File: config.mk
export PLATFORM = sky130hd
export DESIGN_NAME = riscv_intr_ctrl
export DESIGN_NICKNAME = d
export VERILOG_FILES = /design/src/rtl/riscv_intr_pkg.sv /design/src/rtl/intr_sync_edge.sv /design/src/rtl/riscv_intr_ctrl.sv
export SDC_FILE = /design/constraint.sdc
export NUM_CORES = 1
export LEC_CHECK = 0
export CAP_MARGIN = 30
export CORE_AREA = 2 2 127 129
export CTS_CLUSTER_SIZE = 10
export DETAILED_ROUTE_END_ITERATION = 12
export DIE_AREA = 0 0 129 131
export MAX_ROUTING_LAYER = met4
export PLACE_DENSITY_LB_ADDON = 0.2
export SLEW_MARGIN = 20
export SYNTH_ARGS = -nofsm -noshare
export SYNTH_HDL_FRONTEND = slang
export SYNTH_SLANG_ARGS = --single-unit
File: constraint.sdc
create_clock -name clk_i -period 3.8 [get_ports clk_i]
set_input_delay 0.76 -clock clk_i [delete_from_list [all_inputs] [get_ports clk_i]]
set_output_delay 0.76 -clock clk_i [all_outputs]
set_load 0.02 [all_outputs]
File: src/rtl/riscv_intr_pkg.sv
// Register map, CTRL/PEND field layout and reset constants for the timer/interrupt controller.
package riscv_intr_pkg;

    localparam logic [1:0] MTIME_IDX    = 2'd0;
    localparam logic [1:0] MTIMECMP_IDX = 2'd1;
    localparam logic [1:0] CTRL_IDX     = 2'd2;
    localparam logic [1:0] PEND_IDX     = 2'd3;

    localparam int unsigned TIMER_EN_BIT = 0;
    localparam int unsigned EXT_EN_BIT   = 1;
    localparam int unsigned PRESCALE_LSB = 8;
    localparam int unsigned PRESCALE_MSB = 15;
    localparam int unsigned PRESCALE_W   = PRESCALE_MSB - PRESCALE_LSB + 1;

    localparam int unsigned TP_BIT = 0;
    localparam int unsigned EP_BIT = 1;

    localparam logic [31:0] MTIMECMP_RST = 32'hFFFF_FFFF;

    typedef struct packed {
        logic [PRESCALE_W-1:0] prescale;
        logic                  ext_en;
        logic                  timer_en;
    } ctrl_t;

    // CTRL as seen on the bus; every bit outside the defined fields reads 0.
    function automatic logic [31:0] ctrl_word(input ctrl_t c);
        logic [31:0] w;
        w                            = '0;
        w[TIMER_EN_BIT]              = c.timer_en;
        w[EXT_EN_BIT]                = c.ext_en;
        w[PRESCALE_MSB:PRESCALE_LSB] = c.prescale;
        return w;
    endfunction

endpackage

File: src/rtl/intr_sync_edge.sv
// Two-flop synchronizer for an asynchronous request, followed by a single-cycle rising-edge pulse.
module intr_sync_edge (
    input  logic clk,
    input  logic rst_n,
    input  logic async_in,
    output logic rise_pulse
);

    logic meta_q;
    logic sync_q;
    logic prev_q;

    always_ff @(posedge clk) begin
        if (!rst_n) begin
            meta_q <= 1'b0;
            sync_q <= 1'b0;
            prev_q <= 1'b0;
        end else begin
            meta_q <= async_in;
            sync_q <= meta_q;
            prev_q <= sync_q;
        end
    end

    assign rise_pulse = sync_q & ~prev_q;

endmodule

File: src/rtl/riscv_intr_ctrl.sv
// Memory-mapped mtime/mtimecmp timer and latched external interrupt for the 3-stage RISC-V core.
module riscv_intr_ctrl
    import riscv_intr_pkg::*;
#(
    parameter int unsigned DW    = 32,
    parameter int unsigned ADDRW = 12
) (
    input  logic             clk_i,
    input  logic             rst_i,
    input  logic             sel_i,
    input  logic             we_i,
    input  logic [ADDRW-1:0] addr_i,
    input  logic [DW-1:0]    wdata_i,
    output logic [DW-1:0]    rdata_o,
    output logic             rvalid_o,
    input  logic             ext_irq_i,
    input  logic             e_ack_i,
    output logic             t_intr_o,
    output logic             e_intr_o
);

    logic [DW-1:0]         mtime_q, mtime_d;
    logic [DW-1:0]         mtimecmp_q, mtimecmp_d;
    ctrl_t                 ctrl_q, ctrl_d;
    logic [PRESCALE_W-1:0] pcnt_q, pcnt_d;
    logic                  ep_q, ep_d;
    logic                  t_intr_q;
    logic [DW-1:0]         rdata_q, rdata_d;
    logic                  rvalid_q;

    logic       wr;
    logic       rd;
    logic [1:0] idx;
    logic       tick;
    logic       tp;
    logic       ep_clr;
    logic       ext_rise;

    logic unused_addr;
    assign unused_addr = ^{addr_i[ADDRW-1:4], addr_i[1:0]};

    intr_sync_edge u_ext_sync (
        .clk        (clk_i),
        .rst_n      (rst_i),
        .async_in   (ext_irq_i),
        .rise_pulse (ext_rise)
    );

    assign wr   = sel_i & we_i;
    assign rd   = sel_i & ~we_i;
    assign idx  = addr_i[3:2];
    assign tick = ctrl_q.timer_en && (pcnt_q == ctrl_q.prescale);
    assign tp   = ctrl_q.timer_en && (mtime_q >= mtimecmp_q);

    always_comb begin
        mtime_d    = mtime_q;
        mtimecmp_d = mtimecmp_q;
        ctrl_d     = ctrl_q;
        pcnt_d     = pcnt_q;
        ep_d       = ep_q;
        ep_clr     = 1'b0;

        if (ctrl_q.timer_en) begin
            if (tick) begin
                pcnt_d  = '0;
                mtime_d = mtime_q + DW'(1);
            end else begin
                pcnt_d = pcnt_q + PRESCALE_W'(1);
            end
        end

        // Bus writes are applied after the tick so a same-cycle MTIME write overrides it.
        if (wr) begin
            unique case (idx)
                MTIME_IDX:    mtime_d    = wdata_i;
                MTIMECMP_IDX: mtimecmp_d = wdata_i;
                CTRL_IDX: begin
                    ctrl_d.timer_en = wdata_i[TIMER_EN_BIT];
                    ctrl_d.ext_en   = wdata_i[EXT_EN_BIT];
                    ctrl_d.prescale = wdata_i[PRESCALE_MSB:PRESCALE_LSB];
                    pcnt_d          = '0;
                end
                PEND_IDX:     ep_clr = wdata_i[EP_BIT];
            endcase
        end

        // A new edge beats any clear in the same cycle so no request is dropped.
        if (ext_rise && ctrl_q.ext_en) begin
            ep_d = 1'b1;
        end else if (ep_clr || e_ack_i) begin
            ep_d = 1'b0;
        end
    end

    always_comb begin
        rdata_d = rdata_q;
        if (rd) begin
            unique case (idx)
                MTIME_IDX:    rdata_d = mtime_q;
                MTIMECMP_IDX: rdata_d = mtimecmp_q;
                CTRL_IDX:     rdata_d = DW'(ctrl_word(ctrl_q));
                PEND_IDX: begin
                    rdata_d         = '0;
                    rdata_d[TP_BIT] = tp;
                    rdata_d[EP_BIT] = ep_q;
                end
            endcase
        end
    end

    always_ff @(posedge clk_i) begin
        if (!rst_i) begin
            mtime_q    <= '0;
            mtimecmp_q <= DW'(MTIMECMP_RST);
            ctrl_q     <= '0;
            pcnt_q     <= '0;
            ep_q       <= 1'b0;
            t_intr_q   <= 1'b0;
            rdata_q    <= '0;
            rvalid_q   <= 1'b0;
        end else begin
            mtime_q    <= mtime_d;
            mtimecmp_q <= mtimecmp_d;
            ctrl_q     <= ctrl_d;
            pcnt_q     <= pcnt_d;
            ep_q       <= ep_d;
            t_intr_q   <= tp;
            rdata_q    <= rdata_d;
            rvalid_q   <= rd;
        end
    end

    assign rdata_o  = rdata_q;
    assign rvalid_o = rvalid_q;
    assign t_intr_o = t_intr_q;
    assign e_intr_o = ep_q & ctrl_q.ext_en;

endmodule

==> results_dict.tcl <==
set metrics [dict create \
    fin_hold_ws_ns 0.477 \
    rows 46 \
    firstDrtPassIters 4 \
    gp_congestion 0.906 \
    cts_root_buffer "clkbuf_16" \
    netlist_instances 712 \
    swShare_pct 23.3 \
    gr-total-overflow 0 \
    synth_edf_count 0 \
    clk_latency_ns 0.41 \
    mostFrequentLayoutCells "120 x dfxtp_1, 79 x nand2_1, 72 x clkdlybuf4s50_1" \
    die_w_um 129 \
    fmax_mhz 413 \
    nFillCells 1508 \
    gr-usage-all-layers_pct 20.8 \
    finClkSkew_ns 0.00909 \
    syn-cell-area_um2 6070 \
    drive_gt1_share_pct 8.58 \
    ys_types 43 \
    crit_buf_inv 1 \
    worst_slew_pin_slew_ns 0.986 \
    final_common_cell "dfxtp_1" \
    rsz0062_at_grt "false" \
    nets 855 \
    p_leak_nw 3.02 \
    drc_errors 0 \
    start_kind "flip-flop" \
    cts_tree "done" \
    fin_crit_ns 2.42 \
    p_int_mw 2.41 \
    clkPwrFrac_pct 47.8 \
    hold_buffers 0 \
    diodes 0 \
    clock_sinks 120 \
    worstSetupPathType "reg2reg" \
    port_buffers 74 \
    vias 5280 \
    ant_nets 0 \
    crit_path_max_incr_delay_ns 0.56 \
    slew_violations 0 \
    seqPwrFrac_pct 42.5 \
    instances_no_fill 997 \
    p_per_area_nw_per_um2 418 \
    synthTopCellsByArea "dfxtp_1 40%, ha_1 7.0%, nand2_1 4.9%" \
    core_um2 15600 \
    first_iter_violations 354 \
    synth-main-ff-cell "dfxtp_1" \
    seq_area_frac_synth_pct 39.6 \
    post-route-period-util_pct 63.8 \
    grt_pass1_vias 5236 \
    status "complete, no violations" \
    synth_top_area_cell "dfxtp_1" \
    grt_pass1_wl_mm 26.4 \
    start_util_pct 38.9 \
    cts_setup_buffers 0 \
    synth_top_area_share_pct 39.6 \
    vias_per_cell 5.30 \
    crit_family "simple AND/OR/NAND/NOR gates" \
    grt_max_degree 65 \
    area_delta_synth_final_pct 24.1 \
    maxCapViolCount 0 \
    cts_buffers 17 \
    critical_path_peak_fanout 16 \
    die_h_um 131 \
    cts_max_level 4 \
    hold_violations 0 \
    routedWlPerCell_um 16.4 \
    p_comb_share_pct 9.7 \
    synthArstFlopShare_pct 0 \
    regArea_um2 2400 \
    cts_resized 0 \
    yosysWarnings 0 \
    cp_data_arrival_time_ns 2.74 \
    finalSetupTns_ns 0 \
    dp_hpwl_mm 11.5 \
    ys_seq_elements 120 \
    place_area_um2 6980 \
    antenna_found_initial 0 \
    dieArea_um2 16900 \
    avgSynthCellArea_um2 8.53 \
    clockBufferDepth 2 \
    irDropWorstVdd_mv 0.309 \
    wl_mm 16.4 \
    clk_pin_slew_ns 0.05 \
    crit_path_end_kind "flip-flop" \
    placed_cells 968 \
    multiInputGateArea_um2 3360 \
    crit_chain "nand2_1 -> nor3_2 -> buf_4 -> nand3_4 -> or3_1 -> a311oi_1" \
    cp_slowest_cell "dfxtp_1" \
    slew_headroom_pct 34.1 \
    finalInstanceArea_um2 7530 \
    synthesis.nets 796 \
    io_pins 85 \
    switchingPower_mw 0.734 \
    required_ns 4.12 \
    min-delay-path-class "reg2reg" \
    setup_viol 0 \
]
==> worst reg2reg max path, stage by stage, from the launching register on <==
cell and delay, ns:
dfxtp_1 0.56, nand2_1 0.19, nor3_2 0.53, buf_4 0.35
nand3_4 0.12, or3_1 0.33, a311oi_1 0.25
==> registers in the layout, summed over array words and instances (netlist names) <==
register / cells
u_ext_sync.prev_q: 1
rvalid_o: 1
u_ext_sync.meta_q: 1
ctrl_q: 10
t_intr_o: 1
mtime_q: 32
pcnt_q: 8
rdata_o: 32
mtimecmp_q: 32
ep_q: 1
u_ext_sync.sync_q: 1
==> per-stage QoR <==
stage | util [%] | power (mW) | setup slack (ns)
after floorplan | - | 1.53 | 1.60
after global placement | 44.8 | 1.66 | 1.05
after detailed placement | 44.8 | 1.67 | 1.00
after CTS | 48.3 | 3.18 | 1.36
after global routing | 48.3 | 3.27 | 1.18
final | 48.3 | 3.15 | 1.38
==> power by group through the flow <==
stage,logic [mW],registers [mW],clock network (mW)
finish,0.305,1.34,1.50
global route,0.333,1.34,1.59
CTS,0.306,1.34,1.53
detailed placement,0.305,1.36,0
global placement,0.301,1.36,0
floorplan,0.160,1.37,0
==> layer usage <==
metal | GRT usage [%] | vias up | wire, um | part of all wire (%)
li1 | - | 2641 | - | -
met1 | 26.6 | 2473 | 7920 | 48
met2 | 32.2 | 135 | 7390 | 45
met3 | 3.50 | 31 | 644 | 3.9
met4 | 9.59 | 0 | 395 | 2.4
met5 | - | - | 0 | 0
==> kinds of logic (layout without fill, tap and decap cells) <==
| family | Yosys count | in the layout | synth area share [%] |
|---|---|---|---|
| AND/OR/NAND/NOR | 244 | 244 | 19.5 |
| multiplexers | 32 | 32 | 5.91 |
| AO/OA/AOI/OAI | 157 | 157 | 16.6 |
| adder cells (fa/ha/maj) | 34 | 34 | 7.01 |
| buffers and inverters | 82 | 151 | 5.27 |
| flip-flops | 120 | 120 | 39.6 |
| XOR/XNOR | 43 | 43 | 6.20 |
==> cell type report <==
type,instances,area share (%)
clock buffer,26,6.76
clock inverter,3,0.531
inverter,36,1.79
multi-input combinational,510,44.5
sequential,120,31.9
tap,216,3.59
timing repair buffer,86,10.9
==> path summary, 6_finish.rpt <==
check / startpoint / end / slack (ns) / depth (start not counted)
worst max-delay path: ctrl_q[0] / mtime_q[29] / 1.38 / 6
worst min-delay path: rdata_o[1] / rdata_o[1] / 0.48 / 2
worst max register to register: ctrl_q[0] / mtime_q[29] / 1.38 / 6
worst min register to register: rdata_o[1] / rdata_o[1] / 0.48 / 2
==> Yosys cell counts, types with 2 or more instances <==
| cell type | instances |
|---|---|
| a211oi_1 | 22 |
| a21oi_1 | 43 |
| a221oi_1 | 2 |
| a22oi_1 | 22 |
| and2_1 | 10 |
| and3_1 | 8 |
| and4_1 | 6 |
| buf_1 | 4 |
| buf_2 | 4 |
| clkbuf_1 | 37 |
| dfxtp_1 | 120 |
| ha_1 | 34 |
| inv_1 | 36 |
| mux2_2 | 21 |
| mux2i_1 | 10 |
| nand2_1 | 79 |
| nand3_1 | 16 |
| nand3b_1 | 2 |
| nand4_1 | 24 |
| nor2_1 | 67 |
| nor2b_1 | 4 |
| nor3_1 | 13 |
| nor3b_1 | 2 |
| o211ai_1 | 36 |
| o21ai_0 | 27 |
| or3_1 | 5 |
| xnor2_1 | 13 |
| xor2_1 | 30 |
No activity file was read; power rests on OpenSTA's default activity.
